## src/rtl/mem_access_unit.sv

```systemverilog
// Byte-organised memory with a sequenced big-endian byte/halfword/word access engine.
// Latency: MOC rises N*(WAIT_CYCLES+1)+1 edges after MOV is sampled; 1 edge on misalignment.
// Backpressure: MOC is held while MOV stays high; a new request needs MOV low for one edge.
module mem_access_unit #(
    parameter int ADDR_W      = 8,
    parameter int DEPTH       = 256,
    parameter int WAIT_CYCLES = 2
) (
    input  logic              CLK,
    input  logic              CLR,
    input  logic              MOV,
    input  logic              RW,
    input  logic [1:0]        typeData,
    input  logic [31:0]       Address,
    input  logic [31:0]       DataIn,
    input  logic              LdEn,
    input  logic [ADDR_W-1:0] LdAddr,
    input  logic [7:0]        LdByte,
    output logic [31:0]       DataOut,
    output logic              MOC,
    output logic              Busy,
    output logic              AlignErr
);

    // Wait counter must be at least one bit wide even when no wait states are used.
    localparam int WCW = (WAIT_CYCLES < 1) ? 1 : $clog2(WAIT_CYCLES + 1);
    localparam logic [WCW-1:0] WAIT_LD = WCW'(WAIT_CYCLES);

    typedef enum logic [1:0] {
        S_IDLE   = 2'd0,
        S_ACCESS = 2'd1,
        S_DONE   = 2'd2
    } state_t;

    state_t            r_state;
    state_t            w_next;

    logic [7:0]        r_mem [DEPTH];
    logic [ADDR_W-1:0] r_ptr;
    logic [WCW-1:0]    r_wait;
    logic [2:0]        r_cnt;
    logic              r_rw;
    logic [31:0]       r_wdat;   // write bytes, next byte always in [31:24]
    logic [31:0]       r_asm;    // read assembly, bytes shifted in from the right

    logic              w_misalign;
    logic              w_xfer;
    logic              w_last;
    logic [7:0]        w_rbyte;
    logic [31:0]       w_asm_nxt;

    // Halfwords need an even address, words a 4-byte aligned address (11 aliases word).
    assign w_misalign = ((typeData == 2'b01) && Address[0]) ||
                        (typeData[1] && (Address[1:0] != 2'b00));
    assign w_xfer     = (r_state == S_ACCESS) && (r_wait == '0);
    assign w_last     = w_xfer && (r_cnt == 3'd1);
    assign w_rbyte    = r_mem[r_ptr];
    assign w_asm_nxt  = {r_asm[23:0], w_rbyte};
    assign Busy       = (r_state != S_IDLE);

    // State register.
    always_ff @(posedge CLK) begin
        if (CLR) r_state <= S_IDLE;
        else     r_state <= w_next;
    end

    // Next-state decode.
    always_comb begin
        w_next = r_state;
        case (r_state)
            S_IDLE: begin
                if (MOV) w_next = w_misalign ? S_DONE : S_ACCESS;
            end
            S_ACCESS: begin
                if (w_last) w_next = S_DONE;
            end
            S_DONE: begin
                if (!MOV) w_next = S_IDLE;
            end
            default: w_next = S_IDLE;
        endcase
    end

    // Request latching, wait/byte sequencing, read assembly and handshake outputs.
    always_ff @(posedge CLK) begin
        if (CLR) begin
            r_ptr    <= '0;
            r_wait   <= '0;
            r_cnt    <= '0;
            r_rw     <= 1'b0;
            r_wdat   <= '0;
            r_asm    <= '0;
            DataOut  <= '0;
            MOC      <= 1'b0;
            AlignErr <= 1'b0;
        end else begin
            case (r_state)
                S_IDLE: begin
                    if (MOV) begin
                        r_rw   <= RW;
                        r_ptr  <= Address[ADDR_W-1:0];
                        r_wait <= WAIT_LD;
                        r_asm  <= '0;
                        case (typeData)
                            2'b00: begin
                                r_cnt  <= 3'd1;
                                r_wdat <= {DataIn[7:0], 24'h0};
                            end
                            2'b01: begin
                                r_cnt  <= 3'd2;
                                r_wdat <= {DataIn[15:0], 16'h0};
                            end
                            default: begin
                                r_cnt  <= 3'd4;
                                r_wdat <= DataIn;
                            end
                        endcase
                        if (w_misalign) begin
                            AlignErr <= 1'b1;
                            MOC      <= 1'b1;
                        end else begin
                            AlignErr <= 1'b0;
                        end
                    end
                end
                S_ACCESS: begin
                    if (r_wait != '0) begin
                        r_wait <= r_wait - WCW'(1);
                    end else begin
                        r_ptr  <= r_ptr + ADDR_W'(1);
                        r_cnt  <= r_cnt - 3'd1;
                        r_wait <= WAIT_LD;
                        r_wdat <= {r_wdat[23:0], 8'h0};
                        r_asm  <= w_asm_nxt;
                        if (r_cnt == 3'd1) begin
                            MOC <= 1'b1;
                            if (r_rw) DataOut <= w_asm_nxt;
                        end
                    end
                end
                S_DONE: begin
                    if (!MOV) MOC <= 1'b0;
                end
                default: begin
                    MOC <= 1'b0;
                end
            endcase
        end
    end

    // Memory array: engine writes in ACCESS, backdoor writes in IDLE; never cleared by reset.
    always_ff @(posedge CLK) begin
        if (!CLR) begin
            if (w_xfer && !r_rw) begin
                r_mem[r_ptr] <= r_wdat[31:24];
            end else if ((r_state == S_IDLE) && !MOV && LdEn) begin
                r_mem[LdAddr] <= LdByte;
            end
        end
    end

endmodule

```

## config.mk

```make
export PLATFORM = sky130hd
export DESIGN_NAME = mem_access_unit
export DESIGN_NICKNAME = d
export VERILOG_FILES = /design/src/rtl/mem_access_unit.sv
export SDC_FILE = /design/constraint.sdc
export NUM_CORES = 2
export LEC_CHECK = 0
export CAP_MARGIN = 20
export CORE_MARGIN = 2
export CORE_UTILIZATION = 60
export DETAILED_ROUTE_END_ITERATION = 8
export PLACE_DENSITY_LB_ADDON = 0.1
export SYNTH_ARGS = -nofsm -noshare
export SYNTH_HDL_FRONTEND = slang
export SYNTH_SLANG_ARGS = --single-unit
```

## constraint.sdc

```tcl
create_clock -name CLK -period 9.97 [get_ports CLK]
set_clock_uncertainty 0.15 [all_clocks]
set_input_delay 0.997 -clock CLK [delete_from_list [all_inputs] [get_ports CLK]]
set_output_delay 0.997 -clock CLK [all_outputs]
set_load 0.01 [all_outputs]
```

==> flow_summary.json <==
{
  "ctsResizeCount": 0,
  "clk_root_buffer_cell": "sky130_fd_sc_hd__clkbuf_16",
  "worst-path-max-fanout": 87,
  "status": "completed",
  "die_area_sq_um": 144000,
  "start_util_pct": 60.6,
  "io_buffer_count": 97,
  "switching_power_mw": 5.01,
  "tritoncts_buffer_count": 210,
  "hold_buffers": 0,
  "totalWireLength_um": 217000,
  "finalSetupTns_ns": 0,
  "comb_power_share_pct": 11.5,
  "vdd_ir_drop_max_mv": 0.176,
  "route.detailed.wl_per_inst_um": 33.2,
  "setup-violations-final": 0,
  "cts_buffer_depth": 3,
  "worst-r2r-cell-count": 9,
  "netlist-cell-type-count": 77,
  "worst_setup_hold_path_clk_slew_ns": 0.06,
  "synth_edf_count": 2048,
  "worst_hold_path_type": "reg -> reg",
  "leakagePower_nw": 29.1,
  "place.gp.congestion": 0.866,
  "synth-warning-count": 0,
  "crit_path_end_kind": "flop",
  "place.detailed.hpwl_um": 130000,
  "core_area_sq_um": 140000,
  "post-route-min-period_ns": 5.12,
  "endpoint": "r_asm[2]",
  "timing_max_transition_violations_final": 0,
  "std_cell_rows": 137,
  "first_pass_grt_wire_length_um": 311000,
  "cts_tree": "built",
  "antenna_violating_nets_post_route": 0,
  "relSlewSlack_pct": 23.7,
  "final_common_cell": "sky130_fd_sc_hd__edfxtp_1",
  "cts-htree-levels": 4,
  "post-cts-setup-buffers": 0,
  "worst_ep_required_time_ns": 10.57,
  "synthFlopType": "sky130_fd_sc_hd__edfxtp_1",
  "share_seq_of_total_power_pct": 50.7,
  "clock_sinks": 2162,
  "measured_slew_at_the_worst_slew_check_pin_ns": 1.14,
  "power.switching_fraction_pct": 24.5,
  "syn-mean-instance-area_sq_um": 19.4,
  "gr-usage-all-layers_pct": 30.2,
  "grt_start_max_net_pins": 161,
  "worst-r2r-setup-slack_ns": 4.85,
  "internal_power_mw": 15.4,
  "finalHoldViolCount": 0,
  "max_freq_ghz": 0.195,
  "vias_post_dr": 44300,
  "first_global_vias": 42500,
  "die_h_um": 380,
  "power_density_nw_per_um2": 217,
  "area_of_combinational_cells_with_multiple_inputs_sq_um": 19500,
  "timing.rr.end": "r_asm[2]",
  "clk_latency_ns": 0.84,
  "most-common-layout-cells": "sky130_fd_sc_hd__edfxtp_1, sky130_fd_sc_hd__mux4_2, sky130_fd_sc_hd__nor2_1",
  "drive_above_1_share_pct": 19.9,
  "route.detailed.vias_per_inst": 6.77,
  "drt_iter0_drc": 5755,
  "drc": 0,
  "crit_path_arrival_time_ns": 5.72,
  "antenna_found_initial": 9,
  "final_core_util_pct": 67.3,
  "die_w_um": 380,
  "share_of_synthesized_area_occupied_by_flip_flops_and_latches_pct": 75.3,
  "number_of_synthesized_register_bits": 2162,
  "criticalPathCategory": "reg -> reg",
  "num-nets-final": 4583,
  "area_growth_pct": 11.0,
  "global_route.overflow_total": 0,
  "drtPass1Iterations": 5,
  "nFillCells": 9094,
  "worst_setup_path_start_kind": "flop",
  "synth_cells": 4359,
  "ff_latch_area_sq_um": 63800,
  "synth.cell_area_sq_um": 84700,
  "timing.max_cap.violations": 0,
  "clkPwrFrac_pct": 37.8,
  "syn_nets": 4451,
  "ioPinCount": 122,
  "rsz0062_at_grt": "no",
  "period_share_pct": 51.3,
  "synth_async_reset_ratio_pct": 0
}
[worst max-delay path, stage by stage (launching register included)]
cell and delay, ns:
sky130_fd_sc_hd__dfxtp_4 0.80, sky130_fd_sc_hd__buf_12 0.50, sky130_fd_sc_hd__buf_4 0.65, sky130_fd_sc_hd__nor2b_1 0.82
sky130_fd_sc_hd__a22oi_1 0.30, sky130_fd_sc_hd__a21oi_1 0.33, sky130_fd_sc_hd__nor3_1 0.22, sky130_fd_sc_hd__a22oi_1 0.34
sky130_fd_sc_hd__o21ai_0 0.46, sky130_fd_sc_hd__o21ai_0 0.30
[kinds of logic (layout without fill, tap and decap cells)]
logic type	count (synthesis)	in the layout	share of synthesized area [%]
flops	2162	2162	75.3
simple gates	815	815	4.24
mux	640	640	14.9
compound gates	454	454	3.55
buf+inv	282	585	1.92
fa+ha+maj	5	5	0.0738
xor+xnor	1	1	0.0103
other cells	0	5	0
[routing by layer]
layer / share of wire [%] / wire length (um) / up-vias / global-route usage, %
li1: - / - / 18100 / -
met1: 40 / 85900 / 23300 / 45.0
met2: 47 / 102000 / 2522 / 45.4
met3: 11 / 23200 / 360 / 7.18
met4: 2.9 / 6390 / 8 / 8.97
met5: 0.020 / 43 / - / 0
[Yosys cell counts (all sizes together) (20+ instances only)]
master | n | area share, %
mux2i | 127 | 1.5
nor2 | 386 | 1.7
o22ai | 45 | 0.33
nand2b | 22 | 0.16
nand2 | 187 | 0.83
or3 | 21 | 0.16
buf | 157 | 1.4
edfxtp | 2048 | 73
or2 | 21 | 0.16
a211oi | 29 | 0.26
nand3 | 58 | 0.34
a21oi | 108 | 0.64
o21ai | 59 | 0.35
a221oi | 20 | 0.21
dfxtp | 114 | 2.7
a22oi | 83 | 0.74
a31oi | 26 | 0.19
nor3 | 44 | 0.26
mux4 | 495 | 13
clkbuf | 107 | 0.47
[through the flow]
| step | setup WS [ns] | hold slack (ns) | instances | cell area (sq um) | total power, mW |
|---|---|---|---|---|---|
| floorplan | 5.51 | 0.282 | 4359 | 84700 | 12.0 |
| global placement | 4.54 | 0.290 | 6152 | 87400 | 12.9 |
| detailed placement | 4.40 | 0.295 | 6154 | 87400 | 12.9 |
| CTS | 5.03 | 0.303 | 6537 | 94000 | 20.5 |
| global route | 4.75 | 0.321 | 6538 | 94100 | 20.9 |
| finish | 4.85 | 0.301 | 6543 | 94100 | 20.4 |
[final cells by class]
class                   count  share of cell area (%)
inverters                  18                  0.0718
well taps                1876                    2.50
repair buffers            184                    1.85
diodes                      5                  0.0133
clock buffers             277                    6.05
clock inverters           106                    1.00
multi-input cells        1915                    20.7
flip-flops and latches   2162                    67.8
[how the worst min path moves through the flow]
stage / cells past startpoint / endpoint / from / slack (ns)
after floorplan: 2 / DataOut[24] / r_asm[16] / 0.28
after global placement: 2 / r_wdat[5] / r_wdat[5] / 0.29
after detailed placement: 2 / r_wdat[3] / r_wdat[3] / 0.30
after CTS: 2 / r_wdat[3] / r_wdat[3] / 0.30
after global routing: 2 / r_wdat[1] / r_wdat[1] / 0.32
final: 2 / DataOut[18] / DataOut[18] / 0.30
[power by group through the flow]
stage                     sequential [mW]  clock (mW)  combinational, mW
after detailed placement             10.5           0               2.34
after floorplan                      10.5           0               1.44
after global routing                 10.4        8.11               2.47
after CTS                            10.4        7.77               2.35
final                                10.4        7.73               2.36
after global placement               10.5           0               2.31
[sequential cells by signal, indices dropped and copies added, names as in the netlist, named ones only]
signal	cells
r_ptr	8
r_rw	1
DataOut	32
r_cnt	3
r_mem	2048
r_wait	2
r_state	2
r_asm	24
MOC	1
r_wdat	32
AlignErr	1
Note: power is estimated with default switching activity, not from simulation.
